File: config.mk
export PLATFORM = sky130hd
export DESIGN_NAME = clk_div_gen
export DESIGN_NICKNAME = d
export VERILOG_FILES = /design/src/rtl/clk_div_gen.sv
export SDC_FILE = /design/constraint.sdc
export NUM_CORES = 1
export LEC_CHECK = 0
export ABC_AREA = 1
export BUFFER_PORTS_ARGS = -buffer_cell sky130_fd_sc_hd__clkbuf_2
export CAP_MARGIN = 20
export CELL_PAD_IN_SITES_DETAIL_PLACEMENT = 1
export CELL_PAD_IN_SITES_GLOBAL_PLACEMENT = 1
export CORE_AREA = 2 2 128 130
export CTS_BUF_LIST = sky130_fd_sc_hd__clkbuf_8
export CTS_CLUSTER_DIAMETER = 40
export CTS_CLUSTER_SIZE = 10
export DETAILED_ROUTE_END_ITERATION = 6
export DIE_AREA = 0 0 130 132
export GPL_TIMING_DRIVEN = 0
export PLACE_DENSITY = 0.79
export SLEW_MARGIN = 15
export SYNTH_ARGS = -nofsm -noshare
export SYNTH_HDL_FRONTEND = slang
export SYNTH_SLANG_ARGS = --single-unit
File: constraint.sdc
create_clock -name clk -period 3.9 [get_ports clk]
set_input_delay 0.78 -clock clk [delete_from_list [all_inputs] [get_ports clk]]
set_output_delay 0.78 -clock clk [all_outputs]
set_load 0.01 [all_outputs]
File: src/rtl/clk_div_gen.sv
// ---------------------------------------------------------------------------
// clk_div_gen
// Multi-channel clock-enable generator. Each channel divides clk by a run-time
// programmable ratio and produces a registered divided-clock level (clk_out)
// and a registered one-cycle strobe (tick) at the end of every period.
// New divisors are posted through a valid/ready port. They take effect only
// on the channel's next period boundary, so the outputs never glitch.
//
// Parameters:
//   WIDTH       divisor/counter width
//   N_CH        number of channels (1..16)
//   DEFAULT_DIV divisor loaded into every channel at reset (>= 2)
//   CW          channel-select width, $clog2(N_CH) with a minimum of 1
//
// Ports:
//   clk          rising-edge clock
//   reset        synchronous active-high reset
//   en           global count enable; low freezes counters and clk_out
//   ld_valid     divisor load request
//   ld_ch        target channel of the load
//   ld_div       requested divisor (0 and 1 are clamped to 2)
//   ld_ready     load can be accepted this cycle (combinational)
//   clk_out      divided-clock level per channel
//   tick         one-cycle pulse per channel period
//   sync_restart phase-aligns all channels (only with CLKDIV_SYNC_RESTART_EN)
//
// Optional feature macro: CLKDIV_SYNC_RESTART_EN
// ---------------------------------------------------------------------------
module clk_div_gen #(
   parameter int WIDTH       = 18,
   parameter int N_CH        = 2,
   parameter int DEFAULT_DIV = 2,
   parameter int CW          = (N_CH > 1) ? $clog2(N_CH) : 1
) (
   input  logic             clk,
   input  logic             reset,
   input  logic             en,
   input  logic             ld_valid,
   input  logic [CW-1:0]    ld_ch,
   input  logic [WIDTH-1:0] ld_div,
   output logic             ld_ready,
   output logic [N_CH-1:0]  clk_out,
`ifdef CLKDIV_SYNC_RESTART_EN
   output logic [N_CH-1:0]  tick,
   input  logic             sync_restart
`else
   output logic [N_CH-1:0]  tick
`endif
);

   // Per-channel state
   logic [WIDTH-1:0] cnt_r      [N_CH];
   logic [WIDTH-1:0] div_r      [N_CH];
   logic [WIDTH-1:0] pend_div_r [N_CH];
   logic [N_CH-1:0]  pend_r;
   logic [N_CH-1:0]  clk_out_r;
   logic [N_CH-1:0]  tick_r;

   // Next-state helpers
   logic [WIDTH-1:0] cnt_next_s [N_CH];
   logic [N_CH-1:0]  wrap_s;
   logic [N_CH-1:0]  hi_next_s;
   logic [N_CH-1:0]  ld_sel_s;
   logic             ld_ready_s;
   logic             accept_s;
   logic [WIDTH-1:0] ld_div_clamped_s;

   // Load decode: an out-of-range ld_ch matches no channel, so it is never ready
   always_comb begin
      ld_ready_s = 1'b0;
      ld_sel_s   = {N_CH{1'b0}};
      for (int i = 0; i < N_CH; i++) begin
         ld_sel_s[i] = (ld_ch == CW'(i));
         ld_ready_s  = ld_ready_s | (ld_sel_s[i] & ~pend_r[i]);
      end
      accept_s         = ld_valid & ld_ready_s;
      ld_div_clamped_s = (ld_div < WIDTH'(2)) ? WIDTH'(2) : ld_div;
   end

   // Period arithmetic: wrap detection, next count and next output level
   always_comb begin
      for (int i = 0; i < N_CH; i++) begin
         wrap_s[i]     = (cnt_r[i] == (div_r[i] - WIDTH'(1)));
         cnt_next_s[i] = wrap_s[i] ? {WIDTH{1'b0}} : (cnt_r[i] + WIDTH'(1));
         // Level is high in the upper half of the period; for odd divisors the
         // high phase gets the extra cycle.
         hi_next_s[i]  = (cnt_next_s[i] >= (div_r[i] >> 1));
      end
   end

   // Channel state update: reset > sync_restart > en; loads land last
   always_ff @(posedge clk) begin
      if (reset) begin
         for (int i = 0; i < N_CH; i++) begin
            cnt_r[i]      <= {WIDTH{1'b0}};
            div_r[i]      <= WIDTH'(DEFAULT_DIV);
            pend_div_r[i] <= WIDTH'(DEFAULT_DIV);
            pend_r[i]     <= 1'b0;
            clk_out_r[i]  <= 1'b0;
            tick_r[i]     <= 1'b0;
         end
      end else begin
         for (int i = 0; i < N_CH; i++) begin
`ifdef CLKDIV_SYNC_RESTART_EN
            if (sync_restart) begin
               cnt_r[i]     <= {WIDTH{1'b0}};
               clk_out_r[i] <= 1'b0;
               tick_r[i]    <= 1'b0;
               if (pend_r[i]) begin
                  div_r[i]  <= pend_div_r[i];
                  pend_r[i] <= 1'b0;
               end else begin
                  div_r[i]  <= div_r[i];
               end
            end else
`endif
            if (en) begin
               cnt_r[i]     <= cnt_next_s[i];
               clk_out_r[i] <= hi_next_s[i];
               tick_r[i]    <= wrap_s[i];
               // A pending divisor only switches in on a period boundary
               if (wrap_s[i] && pend_r[i]) begin
                  div_r[i]  <= pend_div_r[i];
                  pend_r[i] <= 1'b0;
               end else begin
                  div_r[i]  <= div_r[i];
               end
            end else begin
               tick_r[i] <= 1'b0;
            end
            // Accept requires pend=0, so this never collides with an apply
            // above; a load coinciding with a wrap waits for the next wrap.
            if (accept_s && ld_sel_s[i]) begin
               pend_div_r[i] <= ld_div_clamped_s;
               pend_r[i]     <= 1'b1;
            end else begin
               pend_div_r[i] <= pend_div_r[i];
            end
         end
      end
   end

   assign ld_ready = ld_ready_s;
   assign clk_out  = clk_out_r;
   assign tick     = tick_r;

endmodule

==> flow_summary.yaml <==
logic_synthesis:
  synth.avg_cell_area_um2: 8.20
  synth_top_area_share_pct: 42.9
  yosysSeqAreaShare_pct: 44.5
  ys.flop_type: "edfxtp_1"
  synthCells: 922
  synth_area_leader_cell: "edfxtp_1"
  synth.net_count: 983
  ys_seq_elements: 114
  ys_top_cells_by_area: "edfxtp_1 43%, nand2_1 9.7%, nor2_1 8.0%"
  synthTopCellsByCount: "195 x nand2_1, 161 x nor2_1, 148 x inv_1, 108 x edfxtp_1, 43 x nand3_1"
  async_flop_share_pct: 0
  synth_area_mm2: 0.00756
  synth_edf_count: 108
  yosysMostFrequentCell: "nand2_1"
  yosysUniqueCellTypes: 37
  ys_warn_count: 0
min_path:
  min-delay-start: "pend_r[1]"
  hp-class: "reg2reg"
setup_path:
  cp.arrival_ns: 3.98
  critical_path_class: "reg2reg"
  crit_fanout: 10
  start_kind: "register"
  r2r_start: "div_r[0][4]"
  critPathLaunch: "div_r[0][4]"
  worstPathRequired_ns: 4.25
  endpoint_kind: "register"
pwr:
  ir_worst_vdd_uv: 224
  fin_total_pwr_w: 0.00320
  power_leakage_nw: 3.87
  power_density_mw_per_mm2: 373
drt:
  drcViolationCount: 0
  met1_length_um: 9830
  drtPass1Iterations: 4
  drt_wl_total_um: 22800
  postRouteAntennaNets: 0
  routed_via_density: 5.27
  wl_per_cell_um: 18.9
  dr.max_layer_used: "met4"
  wl_met3_um: 832
  num_vias: 6384
  met2RoutedLength_um: 11500
  drtIter0Drc: 399
floorplan:
  core_mm2: 0.0157
  die_w_um: 130
  dieArea_mm2: 0.0172
  die_y_um: 132
  initial_core_util_pct: 48.1
  num_rows: 46
  io_pins: 28
placed_design:
  place.gp.congestion: 0.902
  placed_cell_area_mm2: 0.00800
  numPortBuffers: 27
  place_hpwl_um: 17400
cells_and_area:
  nFillCells: 1948
  final_area_mm2: 0.00859
  postLayoutCoreUtil_pct: 54.7
  nNetsFinal: 1044
  drive_gt1_share_pct: 15.0
  seqCellArea_mm2: 0.00336
  multiInputGateArea_mm2: 0.00358
  area.growth.synth_to_final_pct: 13.6
  n_antenna_cell: 0
sta:
  tightest_slew_ns: 0.825
  timing.fmax_mhz: 275
  final_max_slew_viol_count: 0
  finClkSkew_ns: 0.00961
  period_share_pct: 93.1
  finalHoldViolations: 0
  slew_headroom_pct: 44.8
  period_minus_slack_ns: 3.63
  setup_viol: 0
clock_tree:
  cts_htree_levels: 4
  path_clk_slew_ns: 0.07
  clk_latency_ns: 0.46
  cts.sinks: 114
  cts-buffers-inserted: 17
  clockBufferDepth: 2
  root_buffer: "clkbuf_8"
  tritoncts: "built"
grt:
  grt_pass1_vias: 6632
  grt_pass1_wl_um: 35300
  grt_remaining_overflow: 0
  track_usage_pct: 27.6
  grt_max_degree: 26
  antenna_found_initial: 0
run_status:
  status: "complete, no violations"
flow_run:
  maxCapViolCount: 0
[flip-flops by register name, indices dropped and copies added, names as in the netlist]
register,cells
cnt_r,36
div_r,36
pend_div_r,36
clk_out,2
pend_r,2
tick,2
[layout by cell type (no fill, tap or decap), types with 2 or more instances in the layout]
cell,instances
xor2_1,37
nor4_1,4
o21bai_1,6
clkinv_4,2
nor2_2,17
or2_2,4
ha_1,36
edfxtp_1,108
buf_12,2
nor2_1,151
buf_4,13
nand3_4,2
clkbuf_8,17
nand2_2,6
clkinvlp_4,2
nor3_2,10
inv_6,4
nand3b_1,14
nand4_1,26
a211oi_1,2
inv_2,9
o21ai_0,7
xnor2_1,15
nand3_1,42
bufinv_16,4
nand2_1,193
a21oi_1,13
nand3_2,5
ha_2,2
nor3_1,25
inv_1,147
clkbuf_1,9
buf_6,4
clkbuf_2,27
nor2_4,12
clkinv_2,3
dfxtp_1,6
[final cells by class]
| type | count | area share [%] |
|---|---|---|
| well taps | 216 | 3.15 |
| repair buffers | 42 | 3.07 |
| plain buffers | 13 | 1.02 |
| inverters | 157 | 6.98 |
| clock inverters | 14 | 2.20 |
| clock buffers | 17 | 2.72 |
| flip-flops and latches | 114 | 39.1 |
| multi-input cells | 638 | 41.7 |
[where the power goes]
part | total [W] | internal [W] | switching, W
logic | 0.000482 | 0.000166 | 0.000316
registers | 0.00151 | 0.00143 | 0.0000774
clock network | 0.00122 | 0.000691 | 0.000526
total | 0.00320 | 0.00229 | 0.000920
[stage by stage]
step,hold WS [ns],setup slack [ns],setup TNS (ns),std cells
after floorplan,0.434,0.585,0,922
final,0.496,0.268,0,1211
after CTS,0.489,0.0315,0,1198
after detailed placement,0.471,0.107,0,1167
after global placement,0.451,-0.275,-4.94,1165
after global routing,0.523,-0.0582,-0.0833,1211
[logic make-up (layout without fill, tap and decap cells)]
| logic type | after synthesis | in the layout | synth area share (%) |
|---|---|---|---|
| simple gates | 513 | 513 | 31.4 |
| buf+inv | 170 | 243 | 9.05 |
| flops | 114 | 114 | 44.5 |
| xor+xnor | 53 | 53 | 6.14 |
| fa+ha+maj | 38 | 38 | 6.29 |
| compound gates | 34 | 34 | 2.68 |
[critical path: stages, from the launching register on]
cell and delay (ns):
edfxtp_1 0.55, nor2_2 0.26, nand2_2 0.10, nor2_4 0.19
buf_4 0.14, nand3b_1 0.07, nand2_1 0.11, nand2_1 0.10
nor2_4 0.15, nand3_4 0.16, inv_6 0.14, buf_6 0.16
nor2_1 0.05, ha_1 0.31, a21oi_1 0.14, nor2_1 0.06
a211oi_1 0.30, nand2_1 0.10, nand2_1 0.06, nand2_1 0.06
nand2_1 0.06, nand3_1 0.09, nand2_1 0.08, nand2_1 0.05
[per-layer routing]
layer	track usage, %	up-vias
li1	-	3090
met1	34.4	3093
met2	47.3	154
met3	4.59	47
met4	11.2	0
met5	0	-
[path summary, 6_finish.rpt]
kind                                   end  slack [ns]  depth (start not counted)
worst max-delay path            clk_out[0]        0.27                         23
worst min-delay path             pend_r[1]        0.50                          2
worst max register to register  clk_out[0]        0.27                         23
worst min register to register   pend_r[1]        0.50                          2
[what timing repair did]
action                                  4_1_cts  5_1_grt
buffers inserted                              0       13
hold buffers                                  0        0
resized for setup                             0       22
endpoints found under the setup margin        0        2
Power figures use the tool's default switching activity.
